`src/rtl/tetris_board.sv`:
```
// Tetris playfield: occupancy store, probe-move collision check, and the
// placement / line-clear sequencer with a registered display read port.
module tetris_board #(
  parameter int BOARD_WIDTH  = 10,
  parameter int BOARD_HEIGHT = 20
) (
  input  logic                   clk,
  input  logic                   rst_n,
  input  logic [3:0]             piece_x,
  input  logic [4:0]             piece_y,
  input  logic [2:0]             piece_type,
  input  logic [1:0]             piece_rot,
  input  logic [2:0]             probe,
  input  logic                   place_piece,
  input  logic                   board_clear,
  input  logic [4:0]             rd_row,
  output logic                   collision,
  output logic                   busy,
  output logic                   clear_done,
  output logic [3:0]             lines_cleared,
  output logic [BOARD_WIDTH-1:0] rd_data
);

  typedef enum logic [1:0] {IDLE, PLACE, SCAN, SHIFT} state_e;

  localparam logic signed [6:0] WidthS  = 7'(BOARD_WIDTH);
  localparam logic signed [6:0] HeightS = 7'(BOARD_HEIGHT);
  localparam logic [4:0]        LastRow = 5'(BOARD_HEIGHT - 1);
  localparam logic [4:0]        NumRows = 5'(BOARD_HEIGHT);

  // Cell offsets of a rotated piece; cell i sits in bits [4i+3:4i] as {col,row}.
  function automatic logic [15:0] shapeCells(input logic [2:0] ptype,
                                             input logic [1:0] rot);
    logic [1:0]  c [4];
    logic [1:0]  r [4];
    logic [1:0]  nm1;
    logic [1:0]  t;
    logic [15:0] cellBits;
    nm1 = 2'd2;
    case (ptype)
      3'd0: begin
        c = '{2'd0, 2'd1, 2'd2, 2'd3}; r = '{2'd1, 2'd1, 2'd1, 2'd1}; nm1 = 2'd3;
      end
      3'd1: begin
        c = '{2'd0, 2'd0, 2'd1, 2'd2}; r = '{2'd0, 2'd1, 2'd1, 2'd1};
      end
      3'd2: begin
        c = '{2'd2, 2'd0, 2'd1, 2'd2}; r = '{2'd0, 2'd1, 2'd1, 2'd1};
      end
      3'd3: begin
        c = '{2'd0, 2'd1, 2'd0, 2'd1}; r = '{2'd0, 2'd0, 2'd1, 2'd1}; nm1 = 2'd1;
      end
      3'd4: begin
        c = '{2'd1, 2'd2, 2'd0, 2'd1}; r = '{2'd0, 2'd0, 2'd1, 2'd1};
      end
      3'd5: begin
        c = '{2'd1, 2'd0, 2'd1, 2'd2}; r = '{2'd0, 2'd1, 2'd1, 2'd1};
      end
      default: begin
        c = '{2'd0, 2'd1, 2'd1, 2'd2}; r = '{2'd0, 2'd0, 2'd1, 2'd1};
      end
    endcase
    for (int s = 0; s < 3; s++) begin
      if (s < int'(rot)) begin
        for (int i = 0; i < 4; i++) begin
          t    = c[i];
          c[i] = nm1 - r[i];
          r[i] = t;
        end
      end
    end
    cellBits = '0;
    for (int i = 0; i < 4; i++) begin
      cellBits[4*i +: 4] = {c[i], r[i]};
    end
    return cellBits;
  endfunction

  state_e                 state_q, state_d;
  logic [BOARD_WIDTH-1:0] board_q [BOARD_HEIGHT];
  logic [BOARD_WIDTH-1:0] board_d [BOARD_HEIGHT];
  logic [4:0]             idx_q, idx_d;
  logic [3:0]             cnt_q, cnt_d;
  logic [3:0]             lines_q, lines_d;
  logic                   clearDone_q, clearDone_d;
  logic                   collision_q, collision_d;
  logic [BOARD_WIDTH-1:0] rdData_q, rdData_d;
  logic [3:0]             pieceX_q, pieceX_d;
  logic [4:0]             pieceY_q, pieceY_d;
  logic [2:0]             pieceType_q, pieceType_d;
  logic [1:0]             pieceRot_q, pieceRot_d;

  logic signed [6:0] probeX, probeY, probeCol, probeRow;
  logic [1:0]        probeRot;
  logic [15:0]       probeCells;

  // Collision of the probed candidate against the current board contents.
  always_comb begin
    probeX      = $signed({3'b000, piece_x});
    probeY      = $signed({2'b00, piece_y});
    probeRot    = piece_rot;
    probeCol    = '0;
    probeRow    = '0;
    collision_d = 1'b0;
    case (probe)
      3'd0:    probeY   = probeY + 7'sd1;
      3'd1:    probeX   = probeX - 7'sd1;
      3'd2:    probeX   = probeX + 7'sd1;
      3'd3:    probeRot = piece_rot + 2'd1;
      default: ;
    endcase
    probeCells = shapeCells(piece_type, probeRot);
    if (piece_type != 3'd7) begin
      for (int i = 0; i < 4; i++) begin
        probeCol = probeX + $signed({5'b00000, probeCells[4*i+2 +: 2]});
        probeRow = probeY + $signed({5'b00000, probeCells[4*i +: 2]});
        if (probeCol < 0 || probeCol >= WidthS || probeRow < 0 || probeRow >= HeightS) begin
          collision_d = 1'b1;
        end else if (board_q[probeRow[4:0]][probeCol[3:0]]) begin
          collision_d = 1'b1;
        end
      end
    end
  end

  always_comb begin
    rdData_d = '0;
    if (rd_row < NumRows) begin
      rdData_d = board_q[rd_row];
    end
  end

  logic signed [6:0] placeCol, placeRow;
  logic [15:0]       placeCells;

  // Placement and line-clear sequencer; board_clear overrides everything.
  always_comb begin
    state_d     = state_q;
    board_d     = board_q;
    idx_d       = idx_q;
    cnt_d       = cnt_q;
    lines_d     = lines_q;
    clearDone_d = 1'b0;
    pieceX_d    = pieceX_q;
    pieceY_d    = pieceY_q;
    pieceType_d = pieceType_q;
    pieceRot_d  = pieceRot_q;
    placeCol    = '0;
    placeRow    = '0;
    placeCells  = shapeCells(pieceType_q, pieceRot_q);

    case (state_q)
      IDLE: begin
        if (place_piece) begin
          pieceX_d    = piece_x;
          pieceY_d    = piece_y;
          pieceType_d = piece_type;
          pieceRot_d  = piece_rot;
          cnt_d       = '0;
          state_d     = PLACE;
        end
      end
      PLACE: begin
        if (pieceType_q != 3'd7) begin
          for (int i = 0; i < 4; i++) begin
            placeCol = $signed({3'b000, pieceX_q}) + $signed({5'b00000, placeCells[4*i+2 +: 2]});
            placeRow = $signed({2'b00, pieceY_q}) + $signed({5'b00000, placeCells[4*i +: 2]});
            if (placeCol < WidthS && placeRow < HeightS) begin
              board_d[placeRow[4:0]][placeCol[3:0]] = 1'b1;
            end
          end
        end
        idx_d   = LastRow;
        state_d = SCAN;
      end
      SCAN: begin
        if (&board_q[idx_q]) begin
          cnt_d   = cnt_q + 4'd1;
          state_d = SHIFT;
        end else if (idx_q != 5'd0) begin
          idx_d = idx_q - 5'd1;
        end else begin
          lines_d     = cnt_q;
          clearDone_d = 1'b1;
          state_d     = IDLE;
        end
      end
      SHIFT: begin
        for (int k = 1; k < BOARD_HEIGHT; k++) begin
          if (k <= int'(idx_q)) begin
            board_d[k] = board_q[k-1];
          end
        end
        board_d[0] = '0;
        state_d    = SCAN;
      end
      default: state_d = IDLE;
    endcase

    if (board_clear) begin
      for (int k = 0; k < BOARD_HEIGHT; k++) begin
        board_d[k] = '0;
      end
      state_d     = IDLE;
      clearDone_d = 1'b0;
    end
  end

  always_ff @(posedge clk or negedge rst_n) begin
    if (!rst_n) begin
      state_q     <= IDLE;
      for (int k = 0; k < BOARD_HEIGHT; k++) begin
        board_q[k] <= '0;
      end
      idx_q       <= '0;
      cnt_q       <= '0;
      lines_q     <= '0;
      clearDone_q <= 1'b0;
      collision_q <= 1'b0;
      rdData_q    <= '0;
      pieceX_q    <= '0;
      pieceY_q    <= '0;
      pieceType_q <= '0;
      pieceRot_q  <= '0;
    end else begin
      state_q     <= state_d;
      board_q     <= board_d;
      idx_q       <= idx_d;
      cnt_q       <= cnt_d;
      lines_q     <= lines_d;
      clearDone_q <= clearDone_d;
      collision_q <= collision_d;
      rdData_q    <= rdData_d;
      pieceX_q    <= pieceX_d;
      pieceY_q    <= pieceY_d;
      pieceType_q <= pieceType_d;
      pieceRot_q  <= pieceRot_d;
    end
  end

  assign collision     = collision_q;
  assign busy          = (state_q != IDLE);
  assign clear_done    = clearDone_q;
  assign lines_cleared = lines_q;
  assign rd_data       = rdData_q;

endmodule

```
`config.mk`:
```
export PLATFORM = sky130hd
export DESIGN_NAME = tetris_board
export DESIGN_NICKNAME = d
export VERILOG_FILES = /design/src/rtl/tetris_board.sv
export SDC_FILE = /design/constraint.sdc
export NUM_CORES = 2
export LEC_CHECK = 0
export BUFFER_PORTS_ARGS = -buffer_cell sky130_fd_sc_hd__buf_2
export CAP_MARGIN = 40
export CORE_MARGIN = 2
export CORE_UTILIZATION = 65
export DETAILED_ROUTE_END_ITERATION = 8
export GPL_TIMING_DRIVEN = 0
export HOLD_SLACK_MARGIN = 0.03
export PLACE_DENSITY = 0.83
export SLEW_MARGIN = 20
export SYNTH_ARGS = -nofsm -noshare
export SYNTH_HDL_FRONTEND = slang
export SYNTH_SLANG_ARGS = --single-unit
```
`constraint.sdc`:
```
create_clock -name clk -period 15.32 [get_ports clk]
set_clock_uncertainty 0.2 [all_clocks]
set_input_delay 1.532 -clock clk [delete_from_list [all_inputs] [get_ports clk]]
set_output_delay 1.532 -clock clk [all_outputs]
set_load 0.005 [all_outputs]
```
==> results.json, run 1 <==
{
  "netlist.area_leader.share_pct": 22.7,
  "post_cts.repair.setup_buffers": 0,
  "dp_slack_ns": 5.55,
  "overflow": 16,
  "async_reset_ff_share_pct": 100,
  "cts_buffers": 26,
  "cts_resized": 0,
  "portBuffers": 34,
  "synth_cells": 3438,
  "root_buffer": "clkbuf_16",
  "grt_pass1_wl_um": 252000,
  "dp_hpwl_um": 121000,
  "initial_utilization_pct": 65.6,
  "yosys_most_used_dff": "dfrtp_1",
  "grt_start_max_net_pins": 99,
  "htreeDepth": 1,
  "grtUsageTotal_pct": 72.2,
  "die_width_um": 220,
  "synth_seq_cells": 241,
  "synth_cell_types": 87,
  "synth_area_per_cell_um2": 8.84,
  "die_y_um": 220,
  "ios": 43,
  "status": "aborted with a tool error",
  "synth_fp_nets": 3538,
  "place_congestion": 1.36,
  "num_rows": 79,
  "yosys.area.top_type": "mux4_2",
  "ys_warn_count": 0,
  "synth_area_um2": 30400,
  "synth_area_leaders": "mux4_2 (23%), dfrtp_1 (20%), a21oi_1 (8.4%)",
  "synth_edf_count": 0,
  "stop_error": "[ERROR GRT-0116] Global routing finished with congestion. Check the congestion regions in the DRC Viewer.",
  "synth-seq-area-share_pct": 19.8,
  "ctsHoldBuffers": 0,
  "grt_pass1_vias": 36500,
  "cts.sinks": 241,
  "clk_path_buf_depth": 3,
  "haltStage": "global routing (5_1_grt)"
}
[layer usage]
| metal | track usage [%] | GRT overflow |
|---|---|---|
| met5 | 40.9 | 0 |
| met4 | 62.0 | 9 |
| met3 | 60.5 | 0 |
| met2 | 86.7 | 7 |
| met1 | 74.3 | 0 |
[Yosys cell counts, drive strengths merged, types with 8 or more instances]
| cell | instances |
|---|---|
| nor3 | 61 |
| nand3 | 51 |
| a31oi | 26 |
| o21ai | 127 |
| ha | 58 |
| a221o | 62 |
| nor2b | 36 |
| and2 | 26 |
| o22ai | 53 |
| a22o | 9 |
| and3 | 19 |
| mux2i | 103 |
| inv | 40 |
| a22oi | 35 |
| o31ai | 9 |
| a311oi | 8 |
| o211ai | 43 |
| mux2 | 33 |
| nor2 | 334 |
| nand2b | 30 |
| a21o | 11 |
| o22a | 62 |
| nor4 | 13 |
| xor2 | 25 |
| fa | 16 |
| a222oi | 22 |
| o21bai | 125 |
| a211oi | 14 |
| clkbuf | 258 |
| nand2 | 324 |
| o221ai | 84 |
| a221oi | 29 |
| a21oi | 512 |
| xnor2 | 47 |
| buf | 69 |
| mux4 | 307 |
| dfrtp | 241 |
| o21a | 19 |
[cells by family after synthesis]
kind of cell	Yosys count	share of synthesized area [%]
adder cells (fa/ha/maj)	76	3.51
AND/OR/NAND/NOR	937	13.8
AO/OA/AOI/OAI	1298	28.2
flip-flops	241	19.8
buffers and inverters	369	4.78
XOR/XNOR	74	2.48
multiplexers	443	27.4
[metrics by stage]
| step | utilization (%) | cells | cell area, um^2 | hold WS [ns] |
|---|---|---|---|---|
| 2_1_floorplan | - | 3438 | 30400 | 0.302 |
| 3_3_place_gp | 67.6 | 4079 | 31300 | 0.294 |
| 3_5_place_dp | 68.4 | 4113 | 31700 | 0.303 |
| 4_1_cts | 70.4 | 4161 | 32600 | 0.328 |
==> run 2, diff against run 1 <==
- CORE_UTILIZATION: 65 -> 40
- HOLD_SLACK_MARGIN: 0.03 -> default
- PLACE_DENSITY: 0.83 -> default
- PLACE_DENSITY_LB_ADDON: default -> 0.15
==> run 2 against run 1 <==
Synthesized cell count is the same. Synthesized area unchanged. The run now ends clean.
==> results.json, run 2 <==
{
  "final_common_cell": "a21oi_1",
  "async_reset_ff_share_pct": 100,
  "yosys_most_used_dff": "dfrtp_1",
  "ys_warn_count": 0,
  "crit_path_max_incr_delay_ns": 0.75,
  "largest_reg_flops": 200,
  "cts_resized": 0,
  "root_buffer": "clkbuf_16",
  "die_y_um": 280,
  "crit_path_start_kind": "input pin",
  "fmax_mhz": 106,
  "fillCellCount": 7611,
  "cts_buffers": 28,
  "hold_path.class": "reg -> reg",
  "crit_arrival_ns": 9.63,
  "grtUsageTotal_pct": 47.2,
  "critical-path-top-delay-family": "buffers and inverters",
  "cts_tree": "done",
  "yosys.area.top_type": "mux4_2",
  "cts.sinks": 241,
  "drive_gt1_share_pct": 15.9,
  "synth_area_leaders": "mux4_2 (23%), dfrtp_1 (20%), a21oi_1 (8.4%)",
  "ctsHoldBuffers": 0,
  "slowest_stage": "xnor2_1",
  "multi_input_area_um2": 23000,
  "seqCellArea_um2": 6030,
  "synth_cell_types": 87,
  "rsz0062_at_grt": "false",
  "clkLatencyLatePin_ns": 0.60,
  "fin_nets": 3664,
  "wirelength_um": 187000,
  "finalCritPeriodShare_pct": 61.3,
  "netlist.area_leader.share_pct": 22.7,
  "area_growth_pct": 10.1,
  "core_um2": 75600,
  "path_max_fanout": 10,
  "synth_edf_count": 0,
  "routed-via-count": 34600,
  "critPathBufInv": 5,
  "synth_area_per_cell_um2": 8.84,
  "grt_pass1_wl_um": 258000,
  "die_width_um": 280,
  "worst_pin_slew_ns": 1.07,
  "grt_start_max_net_pins": 89,
  "ios": 43,
  "synth_fp_nets": 3538,
  "worstSetupPathType": "in -> reg",
  "power_density_nw_per_um2": 122,
  "synth_seq_cells": 241,
  "drc_errors": 0,
  "setup_tns_ns": 0,
  "num_rows": 101,
  "portBuffers": 34,
  "dp.cells": 4493,
  "post_cts.repair.setup_buffers": 0,
  "hold_viol_final": 0,
  "drtIter0Drc": 6492,
  "clk_pin_slew_worst_paths_ns": 0.07,
  "synth-seq-area-share_pct": 19.8,
  "final_cell_mix": "a21oi_1 (511), nor2_1 (332), nand2_1 (324)",
  "slew_viol_final": 0,
  "path_common_cell": "clkbuf_1",
  "dp_hpwl_um": 145000,
  "slew_headroom_pct": 28.7,
  "dr.pass1.iters": 9,
  "ir_drop_uv": 79.0,
  "required_ns": 15.55,
  "htreeDepth": 1,
  "grt_pass1_vias": 32100,
  "detail_route.wl_per_cell_um": 41.1,
  "grt_antenna_before_repair": 12,
  "overflow": 0,
  "synth_most_common_cell": "a21oi_1",
  "largest-register": "board_q",
  "dieArea_um2": 78200,
  "clk_path_buf_depth": 3,
  "end_kind": "register",
  "synth_area_um2": 30400,
  "drtAntennaViolNets": 0,
  "fin_cells": 4564,
  "drv_cap": 0,
  "initial_utilization_pct": 40.2,
  "synthTopCellsByCount": "a21oi_1 (511), nor2_1 (332), nand2_1 (324)",
  "synth_cells": 3438,
  "period_minus_slack_ns": 9.40,
  "place_congestion": 1.13,
  "via_per_inst": 7.57,
  "finalSetupViolCount": 0,
  "leakagePower_nw": 12.5,
  "status": "complete, no violations"
}
[run 2: cell counts after synthesis]
No cell type changed its count.
[run 2: final timing paths]
| check | from | to | slack [ns] | depth (start not counted) |
|---|---|---|---|---|
| worst min register to register | lines_cleared[3] | lines_cleared[3] | 0.32 | 1 |
| worst min-delay path | lines_cleared[3] | lines_cleared[3] | 0.32 | 1 |
| min in group asynchronous | rst_n | board_q[61] | 0.71 | 1 |
| worst max-delay path | probe[2] | collision | 5.92 | 25 |
| worst max register to register | pieceType_q[0] | board_q[105] | 8.16 | 24 |
| max in group asynchronous | rst_n | pieceY_q[4] | 12.80 | 3 |
[run 2: cell type report]
cell class                 count  share of cell area [%]
sequential                   241                    18.0
clock buffer                  34                    2.31
tap                          978                    3.66
clock inverter                15                   0.606
inverter                      42                   0.471
buffer                       327                    3.87
antenna                        3                  0.0224
multi-input combinational   2828                    68.8
timing repair buffer          96                    2.26
[run 2: through the flow]
stage / hold slack (ns) / area, um^2 / worst slack [ns] / utilization, % / total power (W)
after floorplan: 0.302 / 30400 / 7.83 / - / 0.00223
after global placement: 0.287 / 31800 / 5.27 / 42.1 / 0.00316
after detailed placement: 0.288 / 32300 / 5.30 / 42.7 / 0.00320
after CTS: 0.317 / 33300 / 5.92 / 44.0 / 0.00393
after global routing: 0.329 / 33500 / 5.54 / 44.3 / 0.00417
final: 0.317 / 33500 / 5.92 / 44.3 / 0.00408
[run 2: kinds of logic (layout without fill, tap and decap cells)]
kind of cell    Yosys count  in the layout  synth area share (%)
fa+ha+maj                76             76                  3.51
compound gates         1298           1298                  28.2
mux                     443            443                  27.4
flops                   241            241                  19.8
buf+inv                 369            514                  4.78
xor+xnor                 74             74                  2.48
simple gates            937            937                  13.8
other cells               0              3                     0
[run 2: metal layers]
layer	up-vias	GRT usage (%)	share of wire, %
met5	-	0.125	0.022
met4	6	34.9	9.5
met3	741	15.5	13
met2	2987	67.8	41
met1	17100	59.0	36
li1	13800	-	-
[run 2: worst register-to-register path, stage by stage (launching register included)]
cell	delay (ns)
dfrtp_1	0.38
clkbuf_1	0.23
nor3_1	0.59
nand2b_1	0.21
inv_1	0.19
nor2_1	0.23
a21oi_1	0.09
ha_1	0.22
xnor2_1	0.15
nand2_1	0.08
xor2_1	0.17
a21oi_1	0.25
ha_1	0.28
a21oi_1	0.14
nor2b_1	0.07
xnor2_1	0.37
o211ai_1	0.22
nor3_1	0.47
buf_2	0.29
and2_1	0.14
clkbuf_1	0.58
clkbuf_1	0.67
a22oi_1	0.14
a21oi_1	0.53
o22a_1	0.21
[run 2: power breakdown]
group | total, W | switching [W] | internal (W) | leakage (nW)
Sequential | 0.000934 | 0.000242 | 0.000691 | 3.29
Clock | 0.000734 | 0.000308 | 0.000426 | 0.479
Combinational | 0.00241 | 0.00164 | 0.000774 | 8.77
Total | 0.00408 | 0.00219 | 0.00189 | 12.5
No activity file was read; power rests on OpenSTA's default activity.
